--- src/rtl/pipe_hazard_ctrl_if.sv ---
// Bundle between the LC-3b datapath (master) and the hazard controller (slave).
// Handshake: memory waits are level-based; a *_resp pulse completes the access it answers.
interface pipe_hazard_ctrl_if #(
  parameter int STAGES = 5,
  parameter int CNT_W  = 32
);
  logic              imem_resp;
  logic              dmem_req;
  logic              dmem_resp;
  logic              br_taken;
  logic              load_use;
  logic [STAGES-1:0] stage_load;
  logic [STAGES-1:0] stage_valid;
  logic [STAGES-1:0] stage_flush;
  logic              pc_sel;
  logic              imem_read;
  logic              dmem_read;
  logic [CNT_W-1:0]  perf_cycles;
  logic [CNT_W-1:0]  perf_stalls;
  logic [CNT_W-1:0]  perf_flushes;
  logic [CNT_W-1:0]  perf_retired;

  modport master (
    output imem_resp, dmem_req, dmem_resp, br_taken, load_use,
    input  stage_load, stage_valid, stage_flush, pc_sel, imem_read, dmem_read,
    input  perf_cycles, perf_stalls, perf_flushes, perf_retired
  );

  modport slave (
    input  imem_resp, dmem_req, dmem_resp, br_taken, load_use,
    output stage_load, stage_valid, stage_flush, pc_sel, imem_read, dmem_read,
    output perf_cycles, perf_stalls, perf_flushes, perf_retired
  );
endinterface

--- src/rtl/pipe_hazard_ctrl.sv ---
// Per-stage load/valid/flush controller for the in-order LC-3b pipeline.
// Optional saturating performance counters are enabled by defining PIPE_PERF_CNT_EN.
module pipe_hazard_ctrl #(
  parameter int STAGES  = 5,
  parameter int MEM_IDX = 3,
  parameter int BR_IDX  = 2,
  parameter int CNT_W   = 32
) (
  input  logic              clk,
  input  logic              reset,
  pipe_hazard_ctrl_if.slave bus
);

  logic [STAGES-1:0] valid_q, valid_d;
  logic              if_done_q, if_done_d;
  logic              d_done_q, d_done_d;

  logic              imem_resp_m, dmem_resp_m;
  logic              if_rdy, mem_busy, mem_rdy, advance;
  logic              br_hit, lu_hit;
  logic [STAGES-1:0] load, flush;
  logic              pc_sel;

  // Memory responses are masked while reset is held so nothing advances under reset.
  assign imem_resp_m = reset & bus.imem_resp;
  assign dmem_resp_m = reset & bus.dmem_resp;

  assign if_rdy   = imem_resp_m | if_done_q;
  assign mem_busy = valid_q[MEM_IDX] & bus.dmem_req;
  assign mem_rdy  = ~mem_busy | dmem_resp_m | d_done_q;
  assign advance  = if_rdy & mem_rdy;
  assign br_hit   = valid_q[BR_IDX] & bus.br_taken;
  assign lu_hit   = valid_q[1] & bus.load_use;

  always_comb begin
    load    = '0;
    flush   = '0;
    pc_sel  = 1'b0;
    valid_d = valid_q;
    if (advance) begin
      load = '1;
      for (int k = 1; k < STAGES; k++) valid_d[k] = valid_q[k-1];
      valid_d[0] = 1'b1;
      if (br_hit) begin
        pc_sel = 1'b1;
        for (int k = 1; k < STAGES; k++) begin
          if (k <= BR_IDX) begin
            flush[k]   = 1'b1;
            valid_d[k] = 1'b0;
          end
        end
      end else if (lu_hit) begin
        // PC and latch 1 hold the dependent instruction; a bubble goes into latch 2.
        load[1:0]  = 2'b00;
        flush[2]   = 1'b1;
        valid_d[2] = 1'b0;
        valid_d[1] = valid_q[1];
        valid_d[0] = valid_q[0];
      end
    end
  end

  // A fetch that completes while the PC is frozen is remembered until the PC loads.
  assign if_done_d = load[0] ? 1'b0 : (if_done_q | imem_resp_m);
  assign d_done_d  = advance ? 1'b0 : (d_done_q | dmem_resp_m);

  always_ff @(posedge clk or negedge reset) begin
    if (!reset) begin
      valid_q   <= {{(STAGES-1){1'b0}}, 1'b1};
      if_done_q <= 1'b0;
      d_done_q  <= 1'b0;
    end else begin
      valid_q   <= valid_d;
      if_done_q <= if_done_d;
      d_done_q  <= d_done_d;
    end
  end

  assign bus.stage_load  = load;
  assign bus.stage_valid = valid_q;
  assign bus.stage_flush = flush;
  assign bus.pc_sel      = pc_sel;
  assign bus.imem_read   = ~if_done_q;
  assign bus.dmem_read   = mem_busy & ~d_done_q;

`ifdef PIPE_PERF_CNT_EN
  logic [CNT_W-1:0] cycles_q, stalls_q, flushes_q, retired_q;

  function automatic logic [CNT_W-1:0] sat_inc(input logic [CNT_W-1:0] v, input logic en);
    return (en && (v != {CNT_W{1'b1}})) ? v + 1'b1 : v;
  endfunction

  always_ff @(posedge clk or negedge reset) begin
    if (!reset) begin
      cycles_q  <= '0;
      stalls_q  <= '0;
      flushes_q <= '0;
      retired_q <= '0;
    end else begin
      cycles_q  <= sat_inc(cycles_q, 1'b1);
      stalls_q  <= sat_inc(stalls_q, ~load[0]);
      flushes_q <= sat_inc(flushes_q, advance & br_hit);
      retired_q <= sat_inc(retired_q, advance & valid_q[STAGES-1]);
    end
  end

  assign bus.perf_cycles  = cycles_q;
  assign bus.perf_stalls  = stalls_q;
  assign bus.perf_flushes = flushes_q;
  assign bus.perf_retired = retired_q;
`else
  assign bus.perf_cycles  = {CNT_W{1'b0}};
  assign bus.perf_stalls  = {CNT_W{1'b0}};
  assign bus.perf_flushes = {CNT_W{1'b0}};
  assign bus.perf_retired = {CNT_W{1'b0}};
`endif

endmodule

--- src/flat_wrapper.sv ---
// flat-port wrapper written by rule: the top's interface ports become plain ports
module pipe_hazard_ctrl_flat 
#(
  parameter int STAGES  = 5,
  parameter int MEM_IDX = 3,
  parameter int BR_IDX  = 2,
  parameter int CNT_W   = 32
)
  (clk, reset, bus_imem_resp, bus_dmem_req, bus_dmem_resp, bus_br_taken, bus_load_use, bus_stage_load, bus_stage_valid, bus_stage_flush, bus_pc_sel, bus_imem_read, bus_dmem_read, bus_perf_cycles, bus_perf_stalls, bus_perf_flushes, bus_perf_retired);
  pipe_hazard_ctrl_if #(.STAGES(STAGES), .CNT_W(CNT_W)) bus_i ();
  input  logic clk;
  input  logic reset;
  input wire logic [$bits(bus_i.imem_resp)-1:0] bus_imem_resp;
  input wire logic [$bits(bus_i.dmem_req)-1:0] bus_dmem_req;
  input wire logic [$bits(bus_i.dmem_resp)-1:0] bus_dmem_resp;
  input wire logic [$bits(bus_i.br_taken)-1:0] bus_br_taken;
  input wire logic [$bits(bus_i.load_use)-1:0] bus_load_use;
  output wire logic [$bits(bus_i.stage_load)-1:0] bus_stage_load;
  output wire logic [$bits(bus_i.stage_valid)-1:0] bus_stage_valid;
  output wire logic [$bits(bus_i.stage_flush)-1:0] bus_stage_flush;
  output wire logic [$bits(bus_i.pc_sel)-1:0] bus_pc_sel;
  output wire logic [$bits(bus_i.imem_read)-1:0] bus_imem_read;
  output wire logic [$bits(bus_i.dmem_read)-1:0] bus_dmem_read;
  output wire logic [$bits(bus_i.perf_cycles)-1:0] bus_perf_cycles;
  output wire logic [$bits(bus_i.perf_stalls)-1:0] bus_perf_stalls;
  output wire logic [$bits(bus_i.perf_flushes)-1:0] bus_perf_flushes;
  output wire logic [$bits(bus_i.perf_retired)-1:0] bus_perf_retired;
  assign bus_i.imem_resp = bus_imem_resp;
  assign bus_i.dmem_req = bus_dmem_req;
  assign bus_i.dmem_resp = bus_dmem_resp;
  assign bus_i.br_taken = bus_br_taken;
  assign bus_i.load_use = bus_load_use;
  assign bus_stage_load = bus_i.stage_load;
  assign bus_stage_valid = bus_i.stage_valid;
  assign bus_stage_flush = bus_i.stage_flush;
  assign bus_pc_sel = bus_i.pc_sel;
  assign bus_imem_read = bus_i.imem_read;
  assign bus_dmem_read = bus_i.dmem_read;
  assign bus_perf_cycles = bus_i.perf_cycles;
  assign bus_perf_stalls = bus_i.perf_stalls;
  assign bus_perf_flushes = bus_i.perf_flushes;
  assign bus_perf_retired = bus_i.perf_retired;
  pipe_hazard_ctrl #(.STAGES(STAGES), .MEM_IDX(MEM_IDX), .BR_IDX(BR_IDX), .CNT_W(CNT_W)) u_core (.clk(clk), .reset(reset), .bus(bus_i));
endmodule
--- config.mk ---
export PLATFORM = sky130hd
export DESIGN_NAME = pipe_hazard_ctrl_flat
export DESIGN_NICKNAME = d
export VERILOG_FILES = /design/src/rtl/pipe_hazard_ctrl_if.sv /design/src/rtl/pipe_hazard_ctrl.sv /design/src/flat_wrapper.sv
export SDC_FILE = /design/constraint.sdc
export NUM_CORES = 1
export LEC_CHECK = 0
export CAP_MARGIN = 20
export CORE_ASPECT_RATIO = 0.6
export CORE_MARGIN = 3
export CORE_UTILIZATION = 30
export CTS_CLUSTER_SIZE = 40
export DETAILED_ROUTE_END_ITERATION = 8
export PLACE_DENSITY = 0.86
export RECOVER_POWER = 100
export REMOVE_ABC_BUFFERS = 1
export SLEW_MARGIN = 20
export SYNTH_ARGS = -nofsm -noshare
export SYNTH_HDL_FRONTEND = slang
export SYNTH_SLANG_ARGS = --single-unit
--- constraint.sdc ---
create_clock -name clk -period 2.55 [get_ports clk]
set_input_delay 0.51 -clock clk [delete_from_list [all_inputs] [get_ports clk]]
set_output_delay 0.51 -clock clk [all_outputs]
set_load 0.02 [all_outputs]
==> impl_metrics.env <==
export IMPL_power_density_nw_per_um2=690.4
export IMPL_routedWlPerCell_microns=7.860
export IMPL_seq_area_frac_synth=0.1283
export IMPL_grt_pass1_wl_microns=2070
export IMPL_avgSynthCellArea_sq_um=8.137
export IMPL_die_area_sq_um=5458
export IMPL_vias=661
export IMPL_cp_start_kind="input pin"
export IMPL_diodes=0
export IMPL_first_global_vias=415
export IMPL_cts_hold_buf=0
export IMPL_die_w_microns=93.40
export IMPL_num_io_pins=153
export IMPL_grt_start_max_net_pins=7
export IMPL_globalRouteTotalUtil=0.05292
export IMPL_setup_worst_path_class="input pin to primary output"
export IMPL_yosysWarnings=0
export IMPL_fin_nets=206
export IMPL_max_freq_mhz=407.9
export IMPL_crit_arrival_ns=1.94
export IMPL_dp_hpwl_microns=1946
export IMPL_cts_sinks=7
export IMPL_yosys_cell_types_count=19
export IMPL_rsz0062_at_grt="no"
export IMPL_core_area_sq_um=4257
export IMPL_clockBufferDepth=2
export IMPL_htree_levels=1
export IMPL_cts_resized_gates=8
export IMPL_syn_cell_area_sq_um=1375
export IMPL_dr_pass1_iters=3
export IMPL_pwr_share_comb=0.610
export IMPL_fin_crit_ns=2.452
export IMPL_p_seq_frac=0.208
export IMPL_area_growth_syn_to_layout_pct=-10.46
export IMPL_setup_viol=0
export IMPL_gp_congestion=0.7393
export IMPL_viasPerCell=2.562
export IMPL_start_util=0.3230
export IMPL_swShare=0.4979
export IMPL_grt_overflow=0
export IMPL_dieHeight_microns=58.44
export IMPL_holdWs_ns=0.5040
export IMPL_vdd_drop_max_uv=184.5
export IMPL_outcome="finished, final reports clean"
export IMPL_cp_data_required_time_ns=2.04
export IMPL_synth_cells=169
export IMPL_cts_made_buffers=3
export IMPL_drtIter0Drc=15
export IMPL_period_share=0.9615
export IMPL_detail_route_antenna_nets=0
export IMPL_drc_errors=0
export IMPL_row_count=18
export IMPL_crit_path_end_kind="primary output"
export IMPL_finalMaxSlewViolations=0
export IMPL_antenna_found_initial=0
export IMPL_p_sw_uw=423.2
export IMPL_drv_cap=0
export IMPL_ys_ff_latch=7
export IMPL_worstSkewPairLatency_ns=0.23
export IMPL_finalCoreUtilization=0.2892
export IMPL_fin_worst_skew_ns=0.001090
export IMPL_hold_path_class="flop to flop"
export IMPL_numPortBuffers=21
export IMPL_wl_microns=2028
export IMPL_clk_pin_slew_ns=0.04
export IMPL_p_leak_uw=0.0007616
export IMPL_crit_path_max_fanout=5
export IMPL_post_cts_setup_buffer_count=0
export IMPL_p_int_uw=426.8
export IMPL_power_frac_clock=0.182
export IMPL_clockRootBuffer="clkbuf_8"
export IMPL_drive_gt1_frac=0.07576
export IMPL_cts_tree="done"
export IMPL_finalHoldViolCount=0
cells in the final DEF (no fill, tap or decap):
master,instances
a21o_1,1
a21o_4,1
a21oi_1,4
a221oi_1,1
and2_1,1
and3b_2,1
buf_12,1
buf_4,3
clkbuf_1,5
clkbuf_4,2
clkbuf_8,3
clkdlybuf4s50_1,6
conb_1,131
dfrtp_1,6
dfstp_2,1
dlygate4sd2_1,8
dlygate4sd3_1,7
inv_1,2
inv_4,1
mux2_1,1
mux2_4,2
nand2_1,5
nand3_1,1
nor2_1,1
nor2b_1,1
nor3b_1,1
o22ai_1,1
metrics by stage:
stage | area (sq um) | TNS [ns] | instances | setup slack, ns | power, uW
after floorplan | 842.1 | 0 | 163 | 0.4618 | 528.3
after global placement | 1215 | -0.8751 | 254 | -0.1589 | 740.9
after detailed placement | 1215 | -1.131 | 254 | -0.2085 | 747.0
after CTS | 1250 | 0 | 258 | 0.06904 | 889.6
after global routing | 1231 | 0 | 258 | 0.03064 | 912.5
final | 1231 | 0 | 258 | 0.09814 | 850.0
path summary, 6_finish.rpt:
kind                                                        from                                    end  slack, ns  cells after the start
min in group asynchronous                                  reset  u_core.bus.stage_valid[4]$_DFFE_PN0P_       0.63                      2
setup / recovery                                           reset                      bus_stage_load[0]        0.1                      6
max in group asynchronous                                  reset  u_core.bus.stage_valid[0]$_DFFE_PN1P_       1.54                      2
hold / removal             u_core.bus.stage_valid[4]$_DFFE_PN0P_  u_core.bus.stage_valid[4]$_DFFE_PN0P_       0.50                      1
hold reg to reg            u_core.bus.stage_valid[4]$_DFFE_PN0P_  u_core.bus.stage_valid[4]$_DFFE_PN0P_       0.50                      1
setup reg to reg           u_core.bus.stage_valid[3]$_DFFE_PN0P_  u_core.bus.stage_valid[2]$_DFFE_PN0P_       1.03                      5
routing by layer:
| metal | vias to the layer above | wire length [microns] | track usage |
|---|---|---|---|
| li1 | 315 | - | - |
| met1 | 312 | 517 | 0.04640 |
| met2 | 32 | 1350 | 0.09756 |
| met3 | 2 | 136 | 0.02810 |
| met4 | 0 | 23 | 0.03132 |
| met5 | - | 0 | 0 |
flip-flops by register name, summed over array words and instances (netlist names):
name,flops
u_core.bus.stage_valid,5
u_core.d_done_q,1
u_core.if_done_q,1
power by group through the flow:
stage               combinational, uW  sequential, uW  clock, uW
global placement                  562             179          0
floorplan                         319             209          0
CTS                               548             179        162
detailed placement                567             180          0
finish                            519             176        155
global route                      553             184        175
critical path, cell delays in order:
cell	delay, ns
clkdlybuf4s50_1	0.53
nand2_1	0.10
a21o_4	0.25
inv_4	0.06
and2_1	0.14
dlygate4sd2_1	0.35
area by class of cell:
| cell class | instances | area (sq um) |
|---|---|---|
| inverters | 3 | 13.76 |
| repair buffers | 31 | 272.8 |
| flip-flops and latches | 7 | 176.4 |
| fillers | 463 | 3025 |
| clock buffers | 4 | 45.04 |
| multi-input cells | 153 | 648.1 |
| well taps | 60 | 75.07 |
cells by family after synthesis:
group	count (synthesis)	synth area share
AO/OA/AOI/OAI	8	0.04186
multiplexers	3	0.03275
AND/OR/NAND/NOR	11	0.04186
other	1	0.002727
flip-flops	7	0.1283
buffers and inverters	139	0.7525
Yosys cell counts (all sizes together):
master | instances | area, sq um
and3b | 1 | 10.01
nand2 | 5 | 18.77
buf | 136 | 1021
inv | 3 | 13.77
dfrtp | 6 | 150.1
a21oi | 4 | 20.02
nor2b | 1 | 6.260
conb | 1 | 3.750
o22ai | 1 | 6.260
a221oi | 1 | 8.760
and2 | 1 | 6.260
dfstp | 1 | 26.28
mux2 | 3 | 45.04
nor3b | 1 | 7.510
a21o | 2 | 22.52
nor2 | 1 | 3.750
nand3 | 1 | 5.000
Note: power is estimated with default switching activity, not from simulation.
